## src/rtl/score_scan_ctrl.sv

```systemverilog
// rtl/score_scan_ctrl.sv - score-to-BCD converter and 4-digit multiplexed display scanner
// Double-dabble conversion into a shadow accumulator, committed to the display register only when complete.
module score_scan_ctrl #(
  parameter int unsigned SCAN_DIV = 50000
) (
  input  logic        clk,
  input  logic        rst_n,
  input  logic [13:0] score_in,
  input  logic        score_valid,
  output logic        score_ready,
  input  logic        blank_lz,
  output logic        busy,
  output logic [3:0]  digit_num,
  output logic [3:0]  digit_sel
);

  typedef enum logic [1:0] {
    IDLE = 2'd0,
    CONV = 2'd1,
    DONE = 2'd2
  } state_e;

  localparam logic [19:0] DIV_MAX    = 20'(SCAN_DIV - 1);
  localparam logic [13:0] SCORE_MAX  = 14'd9999;
  localparam logic [3:0]  LAST_SHIFT = 4'd13;

  state_e      state_q, state_d;
  logic [13:0] bin_q, bin_d;
  logic [15:0] bcd_q, bcd_d;
  logic [3:0]  cnt_q, cnt_d;
  logic [15:0] disp_q, disp_d;
  logic [19:0] div_q, div_d;
  logic [1:0]  idx_q, idx_d;

  logic [15:0] bcd_adj;
  logic        div_wrap;
  logic [3:0]  zero_from;
  logic        blank_now;

  function automatic logic [15:0] dd_adjust(input logic [15:0] b);
    logic [15:0] r;
    r = b;
    for (int i = 0; i < 4; i++) begin
      if (b[4*i +: 4] >= 4'd5) r[4*i +: 4] = b[4*i +: 4] + 4'd3;
    end
    return r;
  endfunction

  always_ff @(posedge clk or negedge rst_n) begin
    if (!rst_n) begin
      state_q <= IDLE;
    end else begin
      state_q <= state_d;
    end
  end

  always_comb begin
    state_d = state_q;
    case (state_q)
      IDLE:    if (score_valid) state_d = CONV;
      CONV:    if (cnt_q == LAST_SHIFT) state_d = DONE;
      DONE:    state_d = IDLE;
      default: state_d = IDLE;
    endcase
  end

  always_comb begin
    score_ready = 1'b0;
    busy        = 1'b0;
    case (state_q)
      IDLE:    score_ready = 1'b1;
      CONV:    busy        = 1'b1;
      DONE:    busy        = 1'b1;
      default: score_ready = 1'b0;
    endcase
  end

  assign bcd_adj = dd_adjust(bcd_q);

  always_comb begin
    bin_d  = bin_q;
    bcd_d  = bcd_q;
    cnt_d  = cnt_q;
    disp_d = disp_q;
    case (state_q)
      IDLE: begin
        if (score_valid) begin
          bin_d = (score_in > SCORE_MAX) ? SCORE_MAX : score_in;
          bcd_d = 16'd0;
          cnt_d = 4'd0;
        end
      end
      CONV: begin
        bcd_d = {bcd_adj[14:0], bin_q[13]};
        bin_d = {bin_q[12:0], 1'b0};
        cnt_d = cnt_q + 4'd1;
      end
      DONE:    disp_d = bcd_q;
      default: disp_d = disp_q;
    endcase
  end

  // Scan phase runs independently of the converter so display updates never disturb it.
  assign div_wrap = (div_q == DIV_MAX);

  always_comb begin
    div_d = div_wrap ? 20'd0 : div_q + 20'd1;
    idx_d = div_wrap ? idx_q + 2'd1 : idx_q;
  end

  always_ff @(posedge clk or negedge rst_n) begin
    if (!rst_n) begin
      bin_q  <= 14'd0;
      bcd_q  <= 16'd0;
      cnt_q  <= 4'd0;
      disp_q <= 16'd0;
      div_q  <= 20'd0;
      idx_q  <= 2'd0;
    end else begin
      bin_q  <= bin_d;
      bcd_q  <= bcd_d;
      cnt_q  <= cnt_d;
      disp_q <= disp_d;
      div_q  <= div_d;
      idx_q  <= idx_d;
    end
  end

  // zero_from[i]: nibbles i..3 of the display are all zero.
  always_comb begin
    zero_from[3] = (disp_q[15:12] == 4'd0);
    zero_from[2] = zero_from[3] && (disp_q[11:8] == 4'd0);
    zero_from[1] = zero_from[2] && (disp_q[7:4] == 4'd0);
    zero_from[0] = zero_from[1] && (disp_q[3:0] == 4'd0);
  end

  always_comb begin
    blank_now = blank_lz && (idx_q != 2'd0) && zero_from[idx_q];
    digit_num = disp_q[4*idx_q +: 4];
    digit_sel = blank_now ? 4'b1111 : ~(4'b0001 << idx_q);
  end

endmodule

```

## config.mk

```make
export PLATFORM = sky130hd
export DESIGN_NAME = score_scan_ctrl
export DESIGN_NICKNAME = d
export VERILOG_FILES = /design/src/rtl/score_scan_ctrl.sv
export SDC_FILE = /design/constraint.sdc
export NUM_CORES = 1
export LEC_CHECK = 0
export CAP_MARGIN = 20
export CELL_PAD_IN_SITES_DETAIL_PLACEMENT = 0
export CELL_PAD_IN_SITES_GLOBAL_PLACEMENT = 2
export CORE_MARGIN = 4
export CORE_UTILIZATION = 39
export CTS_BUF_LIST = sky130_fd_sc_hd__clkbuf_8 sky130_fd_sc_hd__clkbuf_16
export DETAILED_ROUTE_END_ITERATION = 6
export GPL_TIMING_DRIVEN = 0
export HOLD_SLACK_MARGIN = 0.1
export PLACE_DENSITY_LB_ADDON = 0.1
export SLEW_MARGIN = 20
export SYNTH_ARGS = -nofsm -noshare
export SYNTH_HDL_FRONTEND = slang
export SYNTH_SLANG_ARGS = --single-unit
```

## constraint.sdc

```tcl
create_clock -name clk -period 2.3 [get_ports clk]
set_input_delay 0.23 -clock clk [delete_from_list [all_inputs] [get_ports clk]]
set_output_delay 0.23 -clock clk [all_outputs]
set_load 0.05 [all_outputs]
```

==> results of run 1 <==
flip-flops by register name (all words and copies together), names as in the netlist:
| register | flops |
|---|---|
| div_q | 20 |
| cnt_q | 4 |
| bin_q | 14 |
| disp_q | 16 |
| state_q | 2 |
| bcd_q | 16 |
| idx_q | 2 |
placed cells by master, fill, tap and decap left out, drive strengths merged, types with 5 or more instances in the layout:
cell and instances:
dfrtp 74, buf 17, nand3b 7, o21ai 16
nand3 12, nor4 8, xor2 8, nor3 11
a21oi 19, o22ai 5, inv 22, nand2b 8
o31ai 5, dlygate4sd2 5, xnor2 18, ha 19
nand2 14, clkbuf 20, nor2 21, mux2 22
clkdlybuf4s50 17
worst max path at each step:
stage                          start      endpoint  slack [ps]  depth (start not counted)
after floorplan           state_q[0]      bin_q[6]         200                          8
after global placement         rst_n     div_q[13]       -1750                          1
after detailed placement    idx_q[0]  digit_sel[1]        -430                          7
after CTS                   idx_q[0]  digit_sel[2]          30                          7
after global routing      state_q[1]      bcd_q[8]         -20                          7
final                       idx_q[0]  digit_sel[1]         160                          7
worst max-delay path: stages, from the launching register on:
cell and delay, ps:
dfrtp_1 380, buf_6 140, clkinvlp_4 130, ha_2 190, nand3b_1 160, a211oi_2 260
nand2b_1 160, buf_6 160
power by group:
part	leakage (nW)	internal, mW	switching, mW
clock network	0.124	0.701	0.469
logic	0.926	0.587	0.880
registers	0.975	1.55	0.206
per-layer routing:
| metal | share of wire (%) | wire length [um] | global-route usage [%] |
|---|---|---|---|
| met1 | 48 | 3850 | 21.0 |
| met2 | 48 | 3810 | 24.1 |
| met3 | 3.2 | 251 | 3.28 |
| met4 | 0.60 | 48 | 3.56 |
| met5 | 0 | 0 | 0 |
cell families (layout without fill, tap and decap cells):
kind of cell	Yosys count	after routing	share of synthesized area [%]
mux	28	28	9.45
flops	74	74	48.9
buf+inv	38	86	4.13
simple gates	94	94	12.9
xor+xnor	26	26	6.01
compound gates	72	72	12.4
fa+ha+maj	19	19	6.27
Yosys cell counts, drive strengths merged:
| cell type | n | share of area [%] |
|---|---|---|
| or4 | 1 | 0.20 |
| a41oi | 1 | 0.23 |
| nor2b | 4 | 0.66 |
| o21a | 1 | 0.20 |
| nand3b | 7 | 1.4 |
| clkbuf | 11 | 1.1 |
| a211oi | 2 | 0.40 |
| a32o | 4 | 1.1 |
| a22oi | 2 | 0.40 |
| nor4 | 8 | 1.3 |
| nand2b | 8 | 1.3 |
| ha | 19 | 6.3 |
| o22ai | 5 | 0.83 |
| o41ai | 4 | 0.92 |
| nand4b | 1 | 0.23 |
| a21oi | 19 | 2.5 |
| nor2 | 21 | 2.1 |
| nand4 | 3 | 0.50 |
| and3 | 4 | 0.66 |
| inv | 21 | 2.1 |
| nor3 | 11 | 1.6 |
| nand3 | 12 | 1.6 |
| o31a | 1 | 0.23 |
| xnor2 | 18 | 4.2 |
| dfrtp | 74 | 49 |
| a22o | 3 | 0.69 |
| buf | 6 | 0.96 |
| xor2 | 8 | 1.8 |
| o32ai | 3 | 0.69 |
| a31oi | 3 | 0.50 |
| a21o | 2 | 0.40 |
| mux2 | 22 | 6.5 |
| o31ai | 5 | 0.99 |
| mux4 | 4 | 2.4 |
| mux2i | 2 | 0.53 |
| o21bai | 1 | 0.20 |
| nand2 | 14 | 1.4 |
| o21ai | 16 | 2.1 |
layout make-up:
class,count,share of cell area (%)
Buffer,15,1.70
Tap cell,129,3.55
Timing Repair Buffer,34,7.45
Sequential cell,74,40.7
Clock buffer,12,3.63
Inverter,21,1.81
Multi-Input combinational cell,239,39.5
Clock inverter,4,1.59
timing repair:
action | CTS | global route
endpoints found under the setup margin | 8 | 18
endpoints found under the hold margin | 35 | 0
gates cloned | 0 | 0
pin swaps | 0 | 1
resized for setup | 25 | 14
buffers inserted | 0 | 5
hold buffers | 1 | 0
==> results.py, run 1 <==
metrics = {
    "cts": {
        "clkLatencyLatePin_ps": 340,
        "clockBufferDepth": 2,
        "cts_tree": "yes",
        "clk_pin_slew_ps": 80,
        "cts_root_buf": "clkbuf_8",
        "cts_made_buffers": 9,
        "htreeDepth": 3,
        "cts_sinks": 74,
    },
    "outcome": {
        "status": "complete, no violations",
    },
    "floorplan": {
        "start_util_pct": 40.6,
        "io_pins": 28,
        "rows": 35,
        "coreArea_um2": 9330,
        "die_x_um": 107,
        "die-area_um2": 11400,
        "die_h_um": 107,
    },
    "worst_setup_path": {
        "r2r_start": "state_q[1]",
        "worstPathArrival_ps": 1910,
        "r2r_setup_slack_ps": 210,
        "endpoint_kind": "output port",
        "cp.required_ps": 2070,
        "critical_path.max_fanout": 5,
        "reg2reg_to": "bcd_q[12]",
        "reg2regPathDepth": 7,
        "worst_setup_path_start_kind": "flop",
        "path_class": "reg2out",
    },
    "final_layout": {
        "syn_to_final_growth_pct": 20.1,
        "seq_area_um2": 1850,
        "nets": 431,
        "finalInstanceArea_um2": 4550,
        "drive_above_1_share_pct": 16.3,
        "fillerInstances": 935,
        "multi_input_area_um2": 1800,
        "final_core_util_pct": 48.8,
        "diodes": 0,
        "layout.cells.non_filler": 528,
    },
    "placement": {
        "place.gp.congestion": 0.742,
        "port_buffers": 27,
        "pre_cts_ws_ps": -425,
        "dp_cells": 508,
        "placed_cell_area_um2": 4240,
        "post-dp-hpwl_mm": 5.81,
    },
    "timing": {
        "skew_ps": 11.4,
        "rsz0062_at_grt": "true",
        "period_minus_slack_ps": 2140,
        "setup_viol": 0,
        "fin_ws_ps": 165,
        "fin_tns_setup_ps": 0,
        "hold_slack_ps": 384,
        "hold_violations": 0,
        "drv_slew": 0,
        "period_share_pct": 92.8,
        "maxSlewHeadroom_pct": 36.1,
        "tightest_slew_ps": 951,
        "max_freq_mhz": 468,
    },
    "route": {
        "postRouteWirelength_mm": 7.96,
        "wl_per_cell_um": 15.1,
        "drt_iter0_markers": 111,
        "drc_errors": 0,
        "via_per_inst": 5.07,
        "antenna_left": 0,
        "dr.pass1.iters": 4,
        "vias": 2678,
    },
    "global_route": {
        "grt-ovfl-total": 0,
        "gr-usage-all-layers_pct": 15.1,
        "grt_max_degree": 40,
        "grt_pass1_wl_mm": 13.6,
        "grt_pass1_vias": 2698,
        "antenna_found_initial": 0,
    },
    "job": {
        "cap_violations": 0,
    },
    "pwr": {
        "power_density_nw_per_um2": 966,
        "power.leakage_nw": 2.03,
        "max-vdd-ir-drop_v": 0.000382,
        "finalPower_mw": 4.40,
    },
    "synth": {
        "yosysUniqueCellTypes": 40,
        "syn_inst": 351,
        "syn-num-nets": 388,
        "synth_area_um2": 3790,
        "seq_area_frac_synth_pct": 48.9,
        "yosysWarnings": 0,
        "synth_seq_cells": 74,
        "avgSynthCellArea_um2": 10.8,
    },
    "worst_hold_path": {
        "hp-class": "in2async",
    },
}
(Power assumes the default switching activity.)
==> run 2, diff against run 1 <==
Settings changed: CORE_UTILIZATION 39 to 42.
Clock period 2.3 ns to 2.5 ns, I/O delays scaled along.
==> run 2 against run 1 <==
- largest cell class unchanged
- count of clock-buffer cells in the layout shrank 3
- first-iteration DRC count shrank 21%
- sequential cell count unchanged
- largest power group unchanged
- register-to-register slack better by 90 ps
- non-clock buffer count decreased by 5
- setup slack better by 30 ps
==> results.py, run 2 (synthesis gave the netlist of run 1 again) <==
metrics = {
    "cts": {
        "clkLatencyLatePin_ps": 350,
        "clockBufferDepth": 2,
        "htreeDepth": 3,
        "clk_pin_slew_ps": 80,
        "cts_sinks": 74,
        "cts_made_buffers": 9,
        "cts_tree": "yes",
        "cts_root_buf": "clkbuf_8",
    },
    "floorplan": {
        "start_util_pct": 43.2,
        "io_pins": 28,
        "die-area_um2": 10600,
        "rows": 34,
        "die_x_um": 103,
        "die_h_um": 103,
        "coreArea_um2": 8760,
    },
    "worst_setup_path": {
        "r2r_setup_slack_ps": 300,
        "worst_setup_path_start_kind": "flop",
        "cp-endpoint": "digit_sel[2]",
        "r2r_start": "state_q[1]",
        "cp_slowest_stage_delay_ps": 470,
        "reg2regPathDepth": 8,
        "worstPathArrival_ps": 2060,
        "timing.critical_path.buf_inv": 2,
        "reg2reg_to": "bin_q[7]",
        "startpoint": "idx_q[0]",
        "cp.required_ps": 2250,
        "cp_num_cells": 6,
        "endpoint_kind": "output port",
        "path_class": "reg2out",
        "slowest_stage": "dfrtp_2",
        "cpLargestDelayFamily": "buffers and inverters",
        "crit_chain": "inv_1 -> ha_1 -> nand3b_1 -> a211oi_2 -> nand2b_1 -> clkdlybuf4s15_2",
        "critical_path.max_fanout": 7,
    },
    "final_layout": {
        "largest_register_ffs": 20,
        "nets": 426,
        "top_regs": "div_q x20, bcd_q x16, disp_q x16",
        "layout.cells.non_filler": 502,
        "syn_to_final_growth_pct": 16.3,
        "top_register": "div_q",
        "diodes": 0,
        "final_cell_mix": "dfrtp_1, clkdlybuf4s50_1, inv_1, mux2_2, nor2_1",
        "drive_above_1_share_pct": 14.5,
        "final_common_cell": "dfrtp_1",
    },
    "timing": {
        "hold_slack_ps": 374,
        "drv_slew": 0,
        "rsz0062_at_grt": "false",
        "maxSlewHeadroom_pct": 40.8,
        "setup_viol": 0,
        "period_minus_slack_ps": 2310,
        "tightest_slew_ps": 880,
        "fin_ws_ps": 195,
        "hold_violations": 0,
        "max_freq_mhz": 434,
        "skew_ps": 10.2,
        "period_share_pct": 92.2,
    },
    "outcome": {
        "status": "complete, no violations",
    },
    "route": {
        "dr.pass1.iters": 6,
        "antenna_left": 0,
        "wl_per_cell_um": 15.5,
        "drc_errors": 0,
        "vias": 2676,
        "via_per_inst": 5.33,
        "postRouteWirelength_mm": 7.78,
        "drt_iter0_markers": 88,
    },
    "pwr": {
        "max-vdd-ir-drop_v": 0.000377,
        "power.leakage_nw": 1.92,
        "finalPower_mw": 3.78,
        "power_density_nw_per_um2": 857,
    },
    "global_route": {
        "grt_pass1_vias": 2691,
        "antenna_found_initial": 0,
        "grt_max_degree": 43,
        "grt_pass1_wl_mm": 13.7,
        "gr-usage-all-layers_pct": 16.4,
        "grt-ovfl-total": 0,
    },
    "placement": {
        "place.gp.congestion": 0.739,
        "post-dp-hpwl_mm": 5.61,
        "dp_cells": 487,
        "pre_cts_ws_ps": -225,
        "port_buffers": 27,
    },
    "job": {
        "cap_violations": 0,
    },
    "worst_hold_path": {
        "hp-class": "in2async",
    },
}
-- run 2: cell count changes in the layout (fill, tap and decap cells not counted), moves of 2 or more --
cell,delta
clkbuf_8,-3
bufinv_16,-2
clkdlybuf4s50_1,+6
clkinvlp_4,+2
buf_6,-3
clkinv_2,+2
clkdlybuf4s15_2,+3
buf_4,-5
dlygate4sd2_1,-5
-- run 2: worst min path at each step --
stage | startpoint | to
floorplan | rst_n | bcd_q[0]
global placement | div_q[19] | div_q[19]
detailed placement | rst_n | disp_q[0]
CTS | rst_n | disp_q[0]
global route | rst_n | disp_q[0]
finish | rst_n | disp_q[0]
-- run 2: report_power, final --
group	switching, mW	total, mW	leakage [nW]	internal, mW
clock network	0.458	0.814	0.0828	0.356
logic	0.801	1.35	0.865	0.548
registers	0.186	1.61	0.974	1.43
-- run 2: repair_timing --
item,in CTS,in global routing
endpoints found under the setup margin,8,3
hold buffers,1,0
setup buffers,0,0
gates resized for setup,10,3
endpoints found under the hold margin,32,0
-- run 2: layout make-up --
| cell class | count | area, um2 |
|---|---|---|
| fill | 836 | 4360 |
| multi-input combinational | 239 | 1790 |
| clock inverter | 7 | 45.0 |
| sequential | 74 | 1850 |
| buffer | 15 | 70.1 |
| timing repair buffer | 29 | 309 |
| tap | 108 | 135 |
| inverter | 21 | 78.8 |
| clock buffer | 9 | 124 |
-- run 2: metrics by stage --
step           utilization [%]  setup TNS [ps]  instance area [um2]
2_1_floorplan                -               0                 3790
3_3_place_gp              47.9         -111780                 4190
3_5_place_dp              48.1            -668                 4220
4_1_cts                   50.2               0                 4400
5_1_grt                   50.3               0                 4410
6_report                  50.3               0                 4410
-- run 2: routing by layer --
metal  share of wire (%)  wire, um  GRT usage [%]  up-vias
li1                    -         -              -     1336
met2                  46      3570           25.3       32
met1                  50      3900           23.1     1301
met5                   0         0              0        -
met3                 2.9       228           4.26        7
met4                 1.1        82           4.18        0
-- run 2: worst register-to-register path, stage by stage (launching register included) --
cell and delay [ps]:
dfrtp_1 380, inv_1 100, ha_1 320, nor2b_1 160, buf_2 200, o21bai_1 410, buf_2 360, a21oi_1 100
o41ai_1 60
==> run 3, diff against run 2 <==
Settings changed: CORE_MARGIN 4 to unset, SETUP_SLACK_MARGIN set to 0.15.
==> run 3 against run 2 <==
- non-clock buffer count grew 4
- global-route usage grew 1.9 points
- sequential share of layout area fell by 0.53 points
- first-iteration DRC count shrank 3.4%
- clock power grew 27%
- total power grew 6.3%
==> results.py, run 3 (synthesis gave the netlist of run 1 again) <==
metrics = {
    "floorplan": {
        "start_util_pct": 43.4,
        "die_h_um": 97.0,
        "die-area_um2": 9400,
        "io_pins": 28,
        "rows": 34,
        "die_x_um": 97.0,
        "coreArea_um2": 8720,
    },
    "worst_setup_path": {
        "cp.required_ps": 2250,
        "reg2regPathDepth": 8,
        "worstPathArrival_ps": 2000,
        "critical_path.max_fanout": 7,
        "worst_setup_path_start_kind": "flop",
        "path_class": "reg2out",
        "r2r_start": "state_q[0]",
        "crit_chain": "inv_1 -> ha_1 -> clkdlybuf4s50_1",
        "r2r_setup_slack_ps": 410,
        "cpLargestDelayFamily": "buffers and inverters",
        "slowest_stage": "clkdlybuf4s50_1",
        "cp_slowest_stage_delay_ps": 860,
        "reg2reg_to": "bin_q[5]",
        "endpoint_kind": "output port",
        "timing.critical_path.buf_inv": 2,
    },
    "cts": {
        "cts_tree": "yes",
        "cts_sinks": 74,
        "clockBufferDepth": 2,
        "cts_root_buf": "clkbuf_8",
        "clkLatencyLatePin_ps": 330,
        "htreeDepth": 3,
        "clk_pin_slew_ps": 80,
        "cts_made_buffers": 9,
    },
    "global_route": {
        "gr-usage-met1_pct": 27.0,
        "grt_pass1_wl_mm": 13.9,
        "busiest_layer": "met2",
        "grt_pass1_vias": 2778,
        "grt_util_met2_pct": 27.8,
        "antenna_found_initial": 0,
        "gr-usage-all-layers_pct": 18.3,
        "grt_max_degree": 39,
        "grt-ovfl-total": 0,
        "grtUsageMet3_pct": 2.96,
    },
    "pwr": {
        "power.leakage_nw": 1.99,
        "max-vdd-ir-drop_v": 0.000321,
        "finalPower_mw": 4.02,
        "power_density_nw_per_um2": 901,
    },
    "route": {
        "postRouteWirelength_mm": 7.97,
        "antenna_left": 0,
        "dr.pass1.iters": 4,
        "wl_per_cell_um": 15.8,
        "via_per_inst": 5.38,
        "vias": 2717,
        "drc_errors": 0,
        "drt_iter0_markers": 85,
    },
    "final_layout": {
        "multi_input_area_um2": 1790,
        "final_common_cell": "dfrtp_1",
        "diodes": 0,
        "nets": 430,
        "final_core_util_pct": 51.1,
        "largest_register_ffs": 20,
        "syn_to_final_growth_pct": 17.7,
        "seq_area_um2": 1850,
        "drive_above_1_share_pct": 15.4,
        "top_register": "div_q",
        "final_cell_mix": "dfrtp_1, mux2_2, nor2_1",
        "top_regs": "div_q x20, bcd_q x16, disp_q x16",
        "fillerInstances": 818,
        "finalInstanceArea_um2": 4460,
    },
    "timing": {
        "setup_viol": 0,
        "hold_slack_ps": 410,
        "tightest_slew_ps": 911,
        "skew_ps": 11.6,
        "maxSlewHeadroom_pct": 38.8,
        "period_share_pct": 90.1,
        "drv_slew": 0,
        "hold_violations": 0,
        "max_freq_mhz": 444,
        "period_minus_slack_ps": 2250,
        "rsz0062_at_grt": "false",
    },
    "placement": {
        "post-dp-hpwl_mm": 5.62,
        "placed_cell_area_um2": 4210,
        "port_buffers": 27,
        "place.gp.congestion": 0.749,
    },
    "worst_hold_path": {
        "hp-class": "in2async",
    },
    "outcome": {
        "status": "complete, no violations",
    },
    "job": {
        "cap_violations": 0,
    },
}
[run 3: changes by cell type in the layout (fill, tap and decap cells not counted), sizes merged]
cell	before	now
clkdlybuf4s15	3	0
bufinv	0	2
inv	23	20
buf	8	15
clkinv	2	3
clkdlybuf4s50	23	18
dlygate4sd2	0	5
clkbuf	18	19
clkinvlp	3	1
[run 3: power breakdown]
part	switching (mW)	internal, mW
clock network	0.444	0.583
logic	0.824	0.550
registers	0.186	1.43
[run 3: what timing repair did]
item / CTS / global route
hold buffers: 1 / 0
hold endpoints to repair: 36 / 0
gates resized for setup: 24 / 12
setup endpoints to repair: 8 / 17
setup buffers: 0 / 2
pin swaps: 0 / 1
[run 3: worst max path at each step]
stage,slack [ps],startpoint,endpoint,cells past startpoint
2_1_floorplan,400,state_q[0],bin_q[6],8
3_3_place_gp,-1500,rst_n,div_q[13],1
3_5_place_dp,-240,idx_q[0],digit_sel[2],7
4_1_cts,160,idx_q[0],digit_sel[2],7
5_1_grt,150,state_q[0],score_ready,3
6_report,250,state_q[0],score_ready,3
[run 3: cell type report]
class | count | area share, %
timing repair buffer | 31 | 6.71
inverter | 21 | 1.85
clock inverter | 5 | 1.77
tap | 108 | 3.03
buffer | 17 | 1.88
multi-input combinational | 239 | 40.1
sequential | 74 | 41.5
clock buffer | 10 | 3.09
[run 3: through the flow]
step,worst slack (ps),instances,TNS [ps]
global route,155,505,0
CTS,159,503,0
finish,247,505,0
global placement,-1500,486,-111230
detailed placement,-244,487,-721
floorplan,398,351,0
[run 3: routing by layer]
layer | routed length [um] | up-vias
met5 | 0 | -
met4 | 70 | 0
met3 | 184 | 7
met2 | 3680 | 34
met1 | 4030 | 1340
li1 | - | 1336
